File: src/rtl/npu_fixed_pkg.sv
// Shared fixed-point types and limits for the NPU datapath.
//   q16_16_t : signed Q16.16 accumulator word
//   q8_8_t   : signed Q8.8 activation word
package npu_fixed_pkg;

   localparam int unsigned Q16_16_W = 32;
   localparam int unsigned Q8_8_W   = 16;
   localparam int unsigned ACC_W    = Q16_16_W + 1;  // room for the rounding add
   localparam int unsigned CNT_W    = 16;
   localparam int unsigned Q_SHIFT  = 8;

   typedef logic signed [Q8_8_W-1:0]   q8_8_t;
   typedef logic signed [Q16_16_W-1:0] q16_16_t;

   localparam q8_8_t Q8_8_MAX = 16'sh7FFF;
   localparam q8_8_t Q8_8_MIN = 16'sh8000;

endpackage

File: src/rtl/requant_q16_16_to_q8_8_if.sv
// Valid/ready stream bundle for the requantiser: Q16.16 words in, Q8.8 words
// plus a saturation flag out.
//   master : upstream producer / downstream consumer side
//   slave  : the requantiser itself
interface requant_q16_16_to_q8_8_if;
   import npu_fixed_pkg::*;

   logic    in_valid;
   logic    in_ready;
   q16_16_t in_data;
   logic    out_valid;
   logic    out_ready;
   q8_8_t   out_data;
   logic    out_sat;

   modport master (
      output in_valid, in_data, out_ready,
      input  in_ready, out_valid, out_data, out_sat
   );

   modport slave (
      input  in_valid, in_data, out_ready,
      output in_ready, out_valid, out_data, out_sat
   );

endinterface

File: src/rtl/requant_q16_16_to_q8_8.sv
// Two-stage requantiser: signed Q16.16 -> signed Q8.8 with optional
// round-half-up and saturation, plus a sticky-at-max saturation counter.
// Ports:
//   clk, rst       : clock, asynchronous active-low reset
//   bus (slave)    : in_valid/in_ready/in_data, out_valid/out_ready/out_data/out_sat
//   clear_count    : synchronous clear of sat_count (wins over an increment)
//   sat_count      : number of saturated words delivered, holds at 0xFFFF
module requant_q16_16_to_q8_8
   import npu_fixed_pkg::*;
#(
   parameter int unsigned ROUND_MODE = 1
) (
   input  logic                      clk,
   input  logic                      rst,
   requant_q16_16_to_q8_8_if.slave   bus,
   input  logic                      clear_count,
   output logic [CNT_W-1:0]          sat_count
);

   localparam logic signed [ACC_W-1:0] RND    = (ROUND_MODE == 1) ? ACC_W'(128) : '0;
   localparam logic signed [ACC_W-1:0] S2_HI  = ACC_W'(Q8_8_MAX);
   localparam logic signed [ACC_W-1:0] S2_LO  = ACC_W'(Q8_8_MIN);

   logic                     s1_valid;
   logic signed [ACC_W-1:0]  s1_sum;
   logic                     s1_adv_c;
   logic                     s2_adv_c;
   logic signed [ACC_W-1:0]  shifted_c;
   q8_8_t                    s2_data_c;
   logic                     s2_sat_c;
   logic                     sat_fire_c;

   // Stage advance: each stage moves when its slot is free or draining.
   assign s2_adv_c     = !bus.out_valid || bus.out_ready;
   assign s1_adv_c     = !s1_valid || s2_adv_c;
   assign bus.in_ready = s1_adv_c;

   // S1: sign-extended input plus rounding bias; 33 bits cannot overflow.
   always_ff @(posedge clk or negedge rst) begin
      if (!rst) begin
         s1_valid <= 1'b0;
         s1_sum   <= '0;
      end else if (s1_adv_c) begin
         s1_valid <= bus.in_valid;
         if (bus.in_valid) begin
            s1_sum <= ACC_W'(bus.in_data) + RND;
         end
      end
   end

   // S2 combinational: drop 8 fraction bits, then clamp into Q8.8 range.
   assign shifted_c = s1_sum >>> Q_SHIFT;

   always_comb begin
      s2_data_c = shifted_c[Q8_8_W-1:0];
      s2_sat_c  = 1'b0;
      if (shifted_c > S2_HI) begin
         s2_data_c = Q8_8_MAX;
         s2_sat_c  = 1'b1;
      end else if (shifted_c < S2_LO) begin
         s2_data_c = Q8_8_MIN;
         s2_sat_c  = 1'b1;
      end
   end

   // S2 register: holds its word while downstream stalls.
   always_ff @(posedge clk or negedge rst) begin
      if (!rst) begin
         bus.out_valid <= 1'b0;
         bus.out_data  <= '0;
         bus.out_sat   <= 1'b0;
      end else if (s2_adv_c) begin
         bus.out_valid <= s1_valid;
         if (s1_valid) begin
            bus.out_data <= s2_data_c;
            bus.out_sat  <= s2_sat_c;
         end
      end
   end

   assign sat_fire_c = bus.out_valid && bus.out_ready && bus.out_sat;

   // Saturation counter: clear has priority, increments stop at all-ones.
   always_ff @(posedge clk or negedge rst) begin
      if (!rst) begin
         sat_count <= '0;
      end else if (clear_count) begin
         sat_count <= '0;
      end else if (sat_fire_c && (sat_count != '1)) begin
         sat_count <= sat_count + CNT_W'(1);
      end
   end

endmodule

File: src/flat_wrapper.sv
// flat-port wrapper written by rule: the top's interface ports become plain ports
module requant_q16_16_to_q8_8_flat import npu_fixed_pkg::*;
#(
   parameter int unsigned ROUND_MODE = 1
)
  (clk, rst, clear_count, sat_count, bus_in_valid, bus_in_data, bus_out_ready, bus_in_ready, bus_out_valid, bus_out_data, bus_out_sat);
  requant_q16_16_to_q8_8_if bus_i ();
  input  logic clk;
  input  logic rst;
  input  logic clear_count;
  output logic [CNT_W-1:0] sat_count;
  input wire logic [$bits(bus_i.in_valid)-1:0] bus_in_valid;
  input wire logic [$bits(bus_i.in_data)-1:0] bus_in_data;
  input wire logic [$bits(bus_i.out_ready)-1:0] bus_out_ready;
  output wire logic [$bits(bus_i.in_ready)-1:0] bus_in_ready;
  output wire logic [$bits(bus_i.out_valid)-1:0] bus_out_valid;
  output wire logic [$bits(bus_i.out_data)-1:0] bus_out_data;
  output wire logic [$bits(bus_i.out_sat)-1:0] bus_out_sat;
  assign bus_i.in_valid = bus_in_valid;
  assign bus_i.in_data = bus_in_data;
  assign bus_i.out_ready = bus_out_ready;
  assign bus_in_ready = bus_i.in_ready;
  assign bus_out_valid = bus_i.out_valid;
  assign bus_out_data = bus_i.out_data;
  assign bus_out_sat = bus_i.out_sat;
  requant_q16_16_to_q8_8 #(.ROUND_MODE(ROUND_MODE)) u_core (.clk(clk), .rst(rst), .bus(bus_i), .clear_count(clear_count), .sat_count(sat_count));
endmodule
File: config.mk
export PLATFORM = sky130hd
export DESIGN_NAME = requant_q16_16_to_q8_8_flat
export DESIGN_NICKNAME = d
export VERILOG_FILES = /design/src/rtl/npu_fixed_pkg.sv /design/src/rtl/requant_q16_16_to_q8_8_if.sv /design/src/rtl/requant_q16_16_to_q8_8.sv /design/src/flat_wrapper.sv
export SDC_FILE = /design/constraint.sdc
export NUM_CORES = 1
export LEC_CHECK = 0
export BUFFER_PORTS_ARGS = -buffer_cell sky130_fd_sc_hd__buf_2
export CAP_MARGIN = 25
export CORE_MARGIN = 10
export CORE_UTILIZATION = 60
export CTS_BUF_LIST = sky130_fd_sc_hd__clkbuf_8
export DETAILED_ROUTE_END_ITERATION = 8
export PLACE_DENSITY = 0.88
export SYNTH_ARGS = -nofsm -noshare
export SYNTH_HDL_FRONTEND = slang
export SYNTH_SLANG_ARGS = --single-unit
export TNS_END_PERCENT = 10
File: constraint.sdc
create_clock -name clk -period 3.1 [get_ports clk]
set_clock_uncertainty 0.2 [all_clocks]
set_input_delay 0.155 -clock clk [delete_from_list [all_inputs] [get_ports clk]]
set_output_delay 0.155 -clock clk [all_outputs]
set_load 0.05 [all_outputs]
; ---- Word-level counts from Yosys, hierarchy flattened
; Index checks and enable logic that the tools add are counted.
[totals]
reg_bits = 68
latchBits = 0
mem_bits_rw = 0
romBits = 0
input_bits = 37
out_inout_bits = 35
word_cells = 27
mem_count = 0
[classes]
addsub = 2
mul = 0
div = 0
n_lt_le_gt_ge = 2
eq_ne = 1
shifts = 0
muxes = 6
n_bitwise = 0
reduce_logical = 10
[ops]
columns = op, n
row1 = 2-to-1 mux 16 bit, 4
row2 = adder 32 x 9 -> 33 bit (second input constant), 1
row3 = greater-than comparator 25 x 16 -> 1 bit (second input constant), 1
row4 = less-than comparator 25 x 16 -> 1 bit (second input constant), 1
row5 = adder 16 x 1 -> 16 bit (second input constant), 1
row6 = inequality test 16 bit (second input constant), 1
row7 = AND reduction 2 bit, 2
row8 = logical AND 1 bit, 3
row9 = logical NOT 1 bit, 2
row10 = logical OR 1 bit, 2
row11 = 2-to-1 mux 1 bit, 2
row12 = nonzero test 2 bit, 1

; ---- Depth between registers and ports, before layout
; Gate-level depths: netlist of run 1.
[depth]
word_depth = 5
mapped_depth = 6
mapped_depth_nobuf = 5

; ---- Worst setup path after synthesis of run 1
; Ideal clock, no wire load.
[synth_path]
path_kind = reg-to-reg
start = register u_core.bus.out_valid
end = register u_core.s1_sum[18]
setup_time_ns = 0.083
t_arrival_ns = 2.175
required_time_ns = 2.817
path_slack_ns = 0.642
stages_incl_launch_ff = 7
path_buffers = 2
period_less_slack_ns = 2.458
cell_sequence = dfrtp_1 -> nand3b_1 -> nand2_1 -> clkbuf_1 -> clkbuf_1 -> nand2_1 -> o21ai_0
[synth_between]
elab_chain_len = 4
[synth_lines]
columns = item, line_no
row1 = "start, declared", requant_q16_16_to_q8_8_if.sv:23  ; output in_ready, out_valid, out_data, out_sat
row2 = "start signal, assigned", requant_q16_16_to_q8_8.sv:73  ; bus.out_valid <= s1_valid;
row3 = logical NOT 1 bit, requant_q16_16_to_q8_8.sv:34  ; assign s2_adv_c = !bus.out_valid || bus.out_ready;
row4 = logical OR 1 bit, requant_q16_16_to_q8_8.sv:34
row5 = logical OR 1 bit, requant_q16_16_to_q8_8.sv:35  ; assign s1_adv_c = !s1_valid || s2_adv_c;
row6 = net bus_in_ready, flat_wrapper.sv:15  ; output wire logic [$bits(bus_i.in_ready)-1:0] bus_in_ready;
row7 = AND reduction 2 bit (no line), -
row8 = "end signal, assigned", requant_q16_16_to_q8_8.sv:46  ; s1_sum <= ACC_W'(bus.in_data) + RND;
row9 = "end, declared", requant_q16_16_to_q8_8.sv:25  ; logic signed [ACC_W-1:0] s1_sum;
; The timed path passes the listed nets, and every way through them passes these cells.
; A chain may end at the register's enable or synchronous reset.

; ---- Worst setup path in the final report of run 1
[layout_path]
start = input bus_in_data[14]
end = register u_core.s1_sum[29]
[layout_between]
elab_chain_len = 1
[layout_lines]
columns = item, line_no
row1 = "start, declared", flat_wrapper.sv:13  ; input wire logic [$bits(bus_i.in_data)-1:0] bus_in_data;
row2 = adder 32 x 9 -> 33 bit, requant_q16_16_to_q8_8.sv:46
; Every way passes these cells.

==> out/results.env, run 1 <==
OUTCOME='finished, final reports clean'
FINAL_CELL_AREA_UM2=3900
FINAL_LAYOUT_SIZE_SUFFIX_GT1_FRAC=0.224
PLACEMENT_ROWS=26
ASYNC_SR_FLOP_FRACTION=1.00
DRCVIOLATIONCOUNT=0
SYNTH_TOP_CELLS_BY_AREA='sky130_fd_sc_hd__dfrtp_1 (49%), sky130_fd_sc_hd__a221o_1 (4.9%), sky130_fd_sc_hd__nand2_1 (4.3%)'
SYNTHESIZED_AREA_DIVIDED_BY_SYNTHESIZED_CELL_COUNT_UM2=9.69
POST_CTS_REPAIR_TIMING_SETUP_BUFFER_COUNT=0
ANTENNA_LEFT=0
TIMING.SETUP.TNS_PS=0
FIRST_GLOBAL_VIAS=2771
DETAIL_ROUTE.WL_PER_CELL_UM=16.2
VDD_DROP_MAX_V=0.000303
SETUP-VIOLATIONS-FINAL=0
SETUP.REG_TO_REG.WORST_SLACK_PS=840
WORSTMARGINPINSLEW_PS=819
R2R_CELLS=4
TIMING_MAX_TRANSITION_VIOLATIONS_FINAL=0
IOPINCOUNT=72
DIE_HEIGHT_UM=91.7
P_LEAK_nW=1.68
NUM_VIAS=2860
CRITPATHSLOWESTCELL='sky130_fd_sc_hd__or4_1'
ANTENNA_CELLS=0
TIMING.MAX_CAP.VIOLATIONS=0
DRT_FIRST_ITER_VIOLATIONS=128
GRT_UTIL_ALL_LAYERS=0.180
CRIT_PATH_MAX_DELAY_FAMILY='simple AND/OR/NAND/NOR gates'
CTS_SINK_COUNT=60
WL_UM=7780
REPORT.POWER.TOTAL_mW=2.08
MIN_FROM='bus_out_ready'
CTSROOTBUFFERMASTER='sky130_fd_sc_hd__clkbuf_8'
CRITICAL_PATH_REQUIRED_PS=3150
TIMING.CRITICAL_PATH.CELLS='dlygate4sd3_1, buf_2, and4_1, nand4_1, or4_1, a31oi_1'
DIE_AREA_UM2=8400
DETAIL_ROUTE.VIAS_PER_CELL=5.95
HOLD_WS_PS=33.6
SETUP_REPAIR_AFTER_GLOBAL_ROUTING_MISSED_ITS_MARGIN='no'
FINISH.NET_COUNT=447
GRT_OVERFLOW=0
CLKTRANSATPATHREGS_PS=60
INSTANCES_NO_FILL=481
P_PER_AREA_nW_PER_UM2=535
SYN-INSTANCE-COUNT=318
PLACE.DETAILED.HPWL_UM=5320
PLACED_CELL_AREA_UM2=3450
GRT_ANTENNA_BEFORE_REPAIR=0
END_KIND='flop'
CLOCK_TREE_FROM_TRITONCTS='built'
LAYOUT_MIN_CYCLE_TIME_PS=2350
DIE_WIDTH_UM=91.7
REG2REG_TO='u_core.sat_count[0]'
COREAREA_UM2=5040
CTS-RESIZED-GATES=0
REGTOREGSTARTPOINT='u_core.sat_count[3]'
CLOCK_PATH_BUFFERS=2
MIN_PATH_TYPE='in -> reg'
AREA_GROWTH_SYN_TO_LAYOUT_PCT=26.5
MAXIMUM_FANOUT_ALONG_THE_WORST_PATH=17
FLOORPLAN.INITIALDENSITY=0.611
TIMING.CRITICAL_PATH.SLOWEST_CELL_DELAY_PS=650
SYNTHESIS.NETS=357
CP-START-KIND='input port'
TIMING.FINAL.CRIT_SHARE=0.757
TIMING.FMAX_MHz=426
SYNTH_TOP_FLOP_CELL='sky130_fd_sc_hd__dfrtp_1'
MAPPEDNETLISTAREA_UM2=3080
HOLD_PATH_DEPTH=3
SYNTH.LIB_CELLS_USED.DISTINCT=37
CTS-BUFFERS-INSERTED=9
PRE_CTS_WS_PS=917
SYNTH_ENABLE_FLOP_CELLS=0
PLACE.DETAILED.INSTANCES=439
HTREE_NUM_LEVELS=3
MIN_TO='u_core.bus.out_valid'
CLK-INSERTION-DELAY-LATE_PS=330
YOSYSSEQAREASHARE=0.487
ROUTABILITYCONGESTION=0.932
SYNTH.FF_LATCH_COUNT=60
SYNTH.TOP_CELL.AREA_SHARE=0.487
GRT_FIRST_PASS_WIRELENGTH_UM=12600
BUFFER_PORTS.INSERTED=64
SLEW_HEADROOM=0.450
SYNTH_AREA_LEADER_CELL='sky130_fd_sc_hd__dfrtp_1'
GRT_MAX_DEGREE=47
SYNTH-WARNING-COUNT=0
CTS-HOLD-FIX-BUFFERS=27
DETAILEDROUTE.FIRSTPASSITERATIONCOUNT=4
CRITICAL_PATH_BUF_INV_COUNT=2
HOLD_VIOL_FINAL=0
CRIT_TYPE='in -> reg'
WORST_SLACK_PS=754
CP_DATA_ARRIVAL_TIME_PS=2390
LAYOUT.CORE_UTILIZATION=0.773
==> how the worst max path moves through the flow <==
| stage | depth (start not counted) | from | endpoint |
|---|---|---|---|
| 3_3_place_gp | 4 | u_core.sat_count[3] | u_core.sat_count[0] |
| 4_1_cts | 6 | bus_in_data[14] | u_core.s1_sum[29] |
| 2_1_floorplan | 6 | u_core.bus.out_valid | u_core.s1_sum[18] |
| 3_5_place_dp | 4 | u_core.sat_count[3] | u_core.sat_count[0] |
| 5_1_grt | 6 | bus_in_data[14] | u_core.s1_sum[30] |
| 6_report | 6 | bus_in_data[14] | u_core.s1_sum[29] |
==> cell usage in the layout, fill, tap and decap left out, drive strengths merged, types with 3 or more instances in the layout <==
cell / synthesis / final
nor2: 20 / 20
clkinv: 0 / 3
a221o: 15 / 15
or3: 3 / 3
clkbuf: 15 / 10
and4: 5 / 5
a211oi: 5 / 5
inv: 5 / 6
a31oi: 9 / 9
and2: 4 / 4
a21oi: 10 / 10
or4: 12 / 12
o31ai: 9 / 9
dlygate4sd3: 0 / 27
buf: 2 / 69
nor2b: 7 / 7
nor4: 5 / 5
nand2b: 5 / 5
dfrtp: 60 / 60
nand3: 18 / 18
nand4: 13 / 13
xor2: 10 / 10
nand2: 35 / 35
mux2: 8 / 8
nor3: 9 / 9
o21ai: 15 / 15
and3: 4 / 4
o211ai: 3 / 3
==> layout make-up <==
| class | instances | area, um2 |
|---|---|---|
| Tap cell | 70 | 87.6 |
| Clock inverter | 4 | 18.8 |
| Inverter | 5 | 18.8 |
| Fill cell | 342 | 1140 |
| Multi-Input combinational cell | 236 | 1490 |
| Clock buffer | 10 | 138 |
| Sequential cell | 60 | 1500 |
| Timing Repair Buffer | 96 | 641 |
==> where the power goes <==
part	switching, mW	total (mW)	leakage, nW	internal (mW)
Combinational	0.378	0.549	0.856	0.171
Sequential	0.0757	0.963	0.735	0.887
Clock	0.277	0.572	0.0890	0.295
Total	0.730	2.08	1.68	1.35
==> worst min-delay path: stages <==
cell and delay [ps]:
sky130_fd_sc_hd__buf_2 110, sky130_fd_sc_hd__nand2b_1 170, sky130_fd_sc_hd__nand2b_1 80
==> registers in the layout, indices dropped and copies added, names as in the netlist <==
| name | cells |
|---|---|
| u_core.bus.out_data | 16 |
| u_core.bus.out_sat | 1 |
| u_core.bus.out_valid | 1 |
| u_core.s1_sum | 25 |
| u_core.s1_valid | 1 |
| u_core.sat_count | 16 |
==> synthesized netlist by cell type (all sizes together), types with 4 or more instances <==
cell type  count
nand2         35
xor2          10
and2           4
nor3           9
o21ai         15
nor4           5
or4           12
a211oi         5
nand3         18
clkbuf        15
a31oi          9
mux2           8
o31ai          9
and3           4
a221o         15
dfrtp         60
inv            5
a21oi         10
nor2b          7
nand2b         5
and4           5
nand4         13
nor2          20
==> cell families (layout without fill, tap and decap cells) <==
group / count (synthesis) / in the layout / share of synthesized area
AO/OA/AOI/OAI: 72 / 72 / 0.168
XOR/XNOR: 12 / 12 / 0.0341
adder cells (fa/ha/maj): 2 / 2 / 0.00812
buffers and inverters: 22 / 115 / 0.0280
flip-flops: 60 / 60 / 0.487
multiplexers: 9 / 9 / 0.0325
AND/OR/NAND/NOR: 141 / 141 / 0.242
==> routing by layer <==
layer	vias to the layer above	global-route usage	wire length, um
met2	109	0.323	3990
li1	1381	-	-
met4	0	0.102	231
met3	20	0.0407	492
met1	1350	0.191	3070
met5	-	0	0
(Power assumes the default switching activity.)
==> inputs of run 2 (changes only) <==
--- a/config.mk
+++ b/config.mk
@@ -8,10 +8,10 @@
 export BUFFER_PORTS_ARGS = -buffer_cell sky130_fd_sc_hd__buf_2
 export CAP_MARGIN = 25
 export CORE_MARGIN = 10
-export CORE_UTILIZATION = 60
+export CORE_UTILIZATION = 56
 export CTS_BUF_LIST = sky130_fd_sc_hd__clkbuf_8
 export DETAILED_ROUTE_END_ITERATION = 8
-export PLACE_DENSITY = 0.88
+export PLACE_DENSITY = 0.83
 export SYNTH_ARGS = -nofsm -noshare
 export SYNTH_HDL_FRONTEND = slang
 export SYNTH_SLANG_ARGS = --single-unit
==> constraint.sdc (replaced) <==
create_clock -name clk -period 2.4 [get_ports clk]
set_clock_uncertainty 0.2 [all_clocks]
set_input_delay 0.12 -clock clk [delete_from_list [all_inputs] [get_ports clk]]
set_output_delay 0.12 -clock clk [all_outputs]
set_load 0.05 [all_outputs]
==> out/results.env, run 2 (same netlist as run 1, synthesis figures left out) <==
OUTCOME='finished, final reports clean'
FINISH.NET_COUNT=462
DETAILEDROUTE.FIRSTPASSITERATIONCOUNT=4
P_LEAK_nW=1.78
HTREE_NUM_LEVELS=3
ANTENNA_CELLS=0
DIE_AREA_UM2=8870
IOPINCOUNT=72
CLOCK_TREE_FROM_TRITONCTS='built'
HOLD_PATH_DEPTH=4
HOLD_VIOL_FINAL=0
P_PER_AREA_nW_PER_UM2=770
MIN_TO='u_core.s1_sum[25]'
TIMING.FMAX_MHz=433
CP-START-KIND='input port'
MIN_PATH_TYPE='in -> reg'
TIMING.SETUP.TNS_PS=0
PLACEMENT_ROWS=26
AREA.SEQUENTIAL_UM2=1500
SLEW_HEADROOM=0.617
CTS-RESIZED-GATES=0
FIRST_GLOBAL_VIAS=2908
GRT_FIRST_PASS_WIRELENGTH_UM=14400
DRT_FIRST_ITER_VIOLATIONS=184
LAYOUT_MIN_CYCLE_TIME_PS=2310
R2R_CELLS=4
CRITICAL_PATH_REQUIRED_PS=2470
GRT_MAX_DEGREE=30
TIMING.MAX_CAP.VIOLATIONS=0
FINAL_LAYOUT_SIZE_SUFFIX_GT1_FRAC=0.238
DETAIL_ROUTE.WL_PER_CELL_UM=17.6
TIMING_MAX_TRANSITION_VIOLATIONS_FINAL=0
REPORT.POWER.TOTAL_mW=3.18
NUM_VIAS=2981
MULTIINPUTGATEAREA_UM2=1490
GRT_UTIL_ALL_LAYERS=0.202
LARGEST_REGISTERS_IN_THE_FINAL_LAYOUT='u_core.s1_sum (25), u_core.bus.out_data (16), u_core.sat_count (16)'
DIE_HEIGHT_UM=94.2
ANTENNA_LEFT=0
CLKTRANSATPATHREGS_PS=70
CRIT_TYPE='in -> reg'
BUFFER_PORTS.INSERTED=64
SETUP_REPAIR_AFTER_GLOBAL_ROUTING_MISSED_ITS_MARGIN='no'
GRT_ANTENNA_BEFORE_REPAIR=0
MAXIMUM_FANOUT_ALONG_THE_WORST_PATH=7
LARGEST_REGISTER_FFS=25
PRE_CTS_WS_PS=262
DETAIL_ROUTE.VIAS_PER_CELL=5.99
WORSTMARGINPINSLEW_PS=575
MIN_FROM='bus_in_data[23]'
REGTOREGSTARTPOINT='u_core.bus.out_sat'
CTS-BUFFERS-INSERTED=9
MAX_FLOP_REGISTER='u_core.s1_sum'
CLOCK_PATH_BUFFERS=2
FINAL_COMMON_CELL='sky130_fd_sc_hd__buf_2'
WL_UM=8770
REG2REG_TO='u_core.sat_count[5]'
ROUTABILITYCONGESTION=0.828
GRT_OVERFLOW=0
DRCVIOLATIONCOUNT=0
CP_DATA_ARRIVAL_TIME_PS=2380
CTS_SINK_COUNT=60
WORST_SLACK_PS=91.2
TIMING.FINAL.CRIT_SHARE=0.962
PLACE.DETAILED.HPWL_UM=5450
CLK-INSERTION-DELAY-LATE_PS=340
VDD_DROP_MAX_V=0.000475
FILLERINSTANCES=352
COREAREA_UM2=5200
FINAL_CELL_MIX='sky130_fd_sc_hd__buf_2 (64), sky130_fd_sc_hd__dfrtp_1 (59), sky130_fd_sc_hd__dlygate4sd3_1 (36)'
SETUP.REG_TO_REG.WORST_SLACK_PS=250
END_KIND='flop'
AREA_GROWTH_SYN_TO_LAYOUT_PCT=34.2
FLOORPLAN.INITIALDENSITY=0.592
CTSROOTBUFFERMASTER='sky130_fd_sc_hd__clkbuf_8'
DIE_WIDTH_UM=94.2
SETUP-VIOLATIONS-FINAL=0
run 2: cell count changes in the layout (fill, tap and decap cells not counted), sizes merged:
cell         delta
dlygate4sd3     +9
buf             +6
bufinv          +3
clkbuf          +3
clkinv          -3
inv             -1
run 2: through the flow:
step / area, um2 / util / hold slack [ps] / instances
3_3_place_gp: 3480 / 0.669 / -48.9 / 443
5_1_grt: 4130 / 0.794 / 28.2 / 498
2_1_floorplan: 3080 / - / -376 / 318
3_5_place_dp: 3480 / 0.669 / -42.4 / 443
4_1_cts: 4110 / 0.790 / 0.681 / 495
6_report: 4130 / 0.794 / 23.5 / 498
run 2: layout make-up:
class | count | area share
multi-input cells | 236 | 0.361
repair buffers | 111 | 0.185
inverters | 5 | 0.00454
clock buffers | 13 | 0.0433
clock inverters | 3 | 0.0218
well taps | 70 | 0.0212
flip-flops and latches | 60 | 0.363
run 2: critical path, cell delays in order:
cell	delay, ps
sky130_fd_sc_hd__dlygate4sd3_1	520
sky130_fd_sc_hd__buf_2	170
sky130_fd_sc_hd__and4_1	240
sky130_fd_sc_hd__nand3_1	100
sky130_fd_sc_hd__or4_1	490
sky130_fd_sc_hd__a31oi_1	180
sky130_fd_sc_hd__dlygate4sd3_1	560
run 2: worst max path at each step:
stage	to	slack, ps	from	cells after the start
floorplan	u_core.sat_count[11]	110	u_core.sat_count[3]	5
global placement	u_core.s1_sum[29]	290	bus_in_data[13]	5
detailed placement	u_core.s1_sum[27]	260	bus_in_data[13]	5
CTS	u_core.s1_sum[30]	110	bus_in_data[13]	6
global route	u_core.s1_sum[30]	30	bus_in_data[24]	7
finish	u_core.s1_sum[30]	90	bus_in_data[24]	7
run 2: what timing repair did:
action,CTS,global route
setup endpoints to repair,0,3
endpoints found under the hold margin,52,0
buffers inserted,0,3
hold buffers,36,0
run 2: routing by layer:
metal	track usage	vias to the layer above	share of wire
li1	-	1420	-
met1	0.238	1412	0.41
met2	0.332	128	0.50
met3	0.0584	21	0.075
met4	0.0886	0	0.023
met5	0	-	0
run 2: report_power, final:
group	leakage, nW	switching, mW	total, mW	internal (mW)
logic	0.911	0.506	0.745	0.239
clock network	0.136	0.387	1.19	0.804
registers	0.734	0.101	1.25	1.15
total	1.78	0.994	3.18	2.19
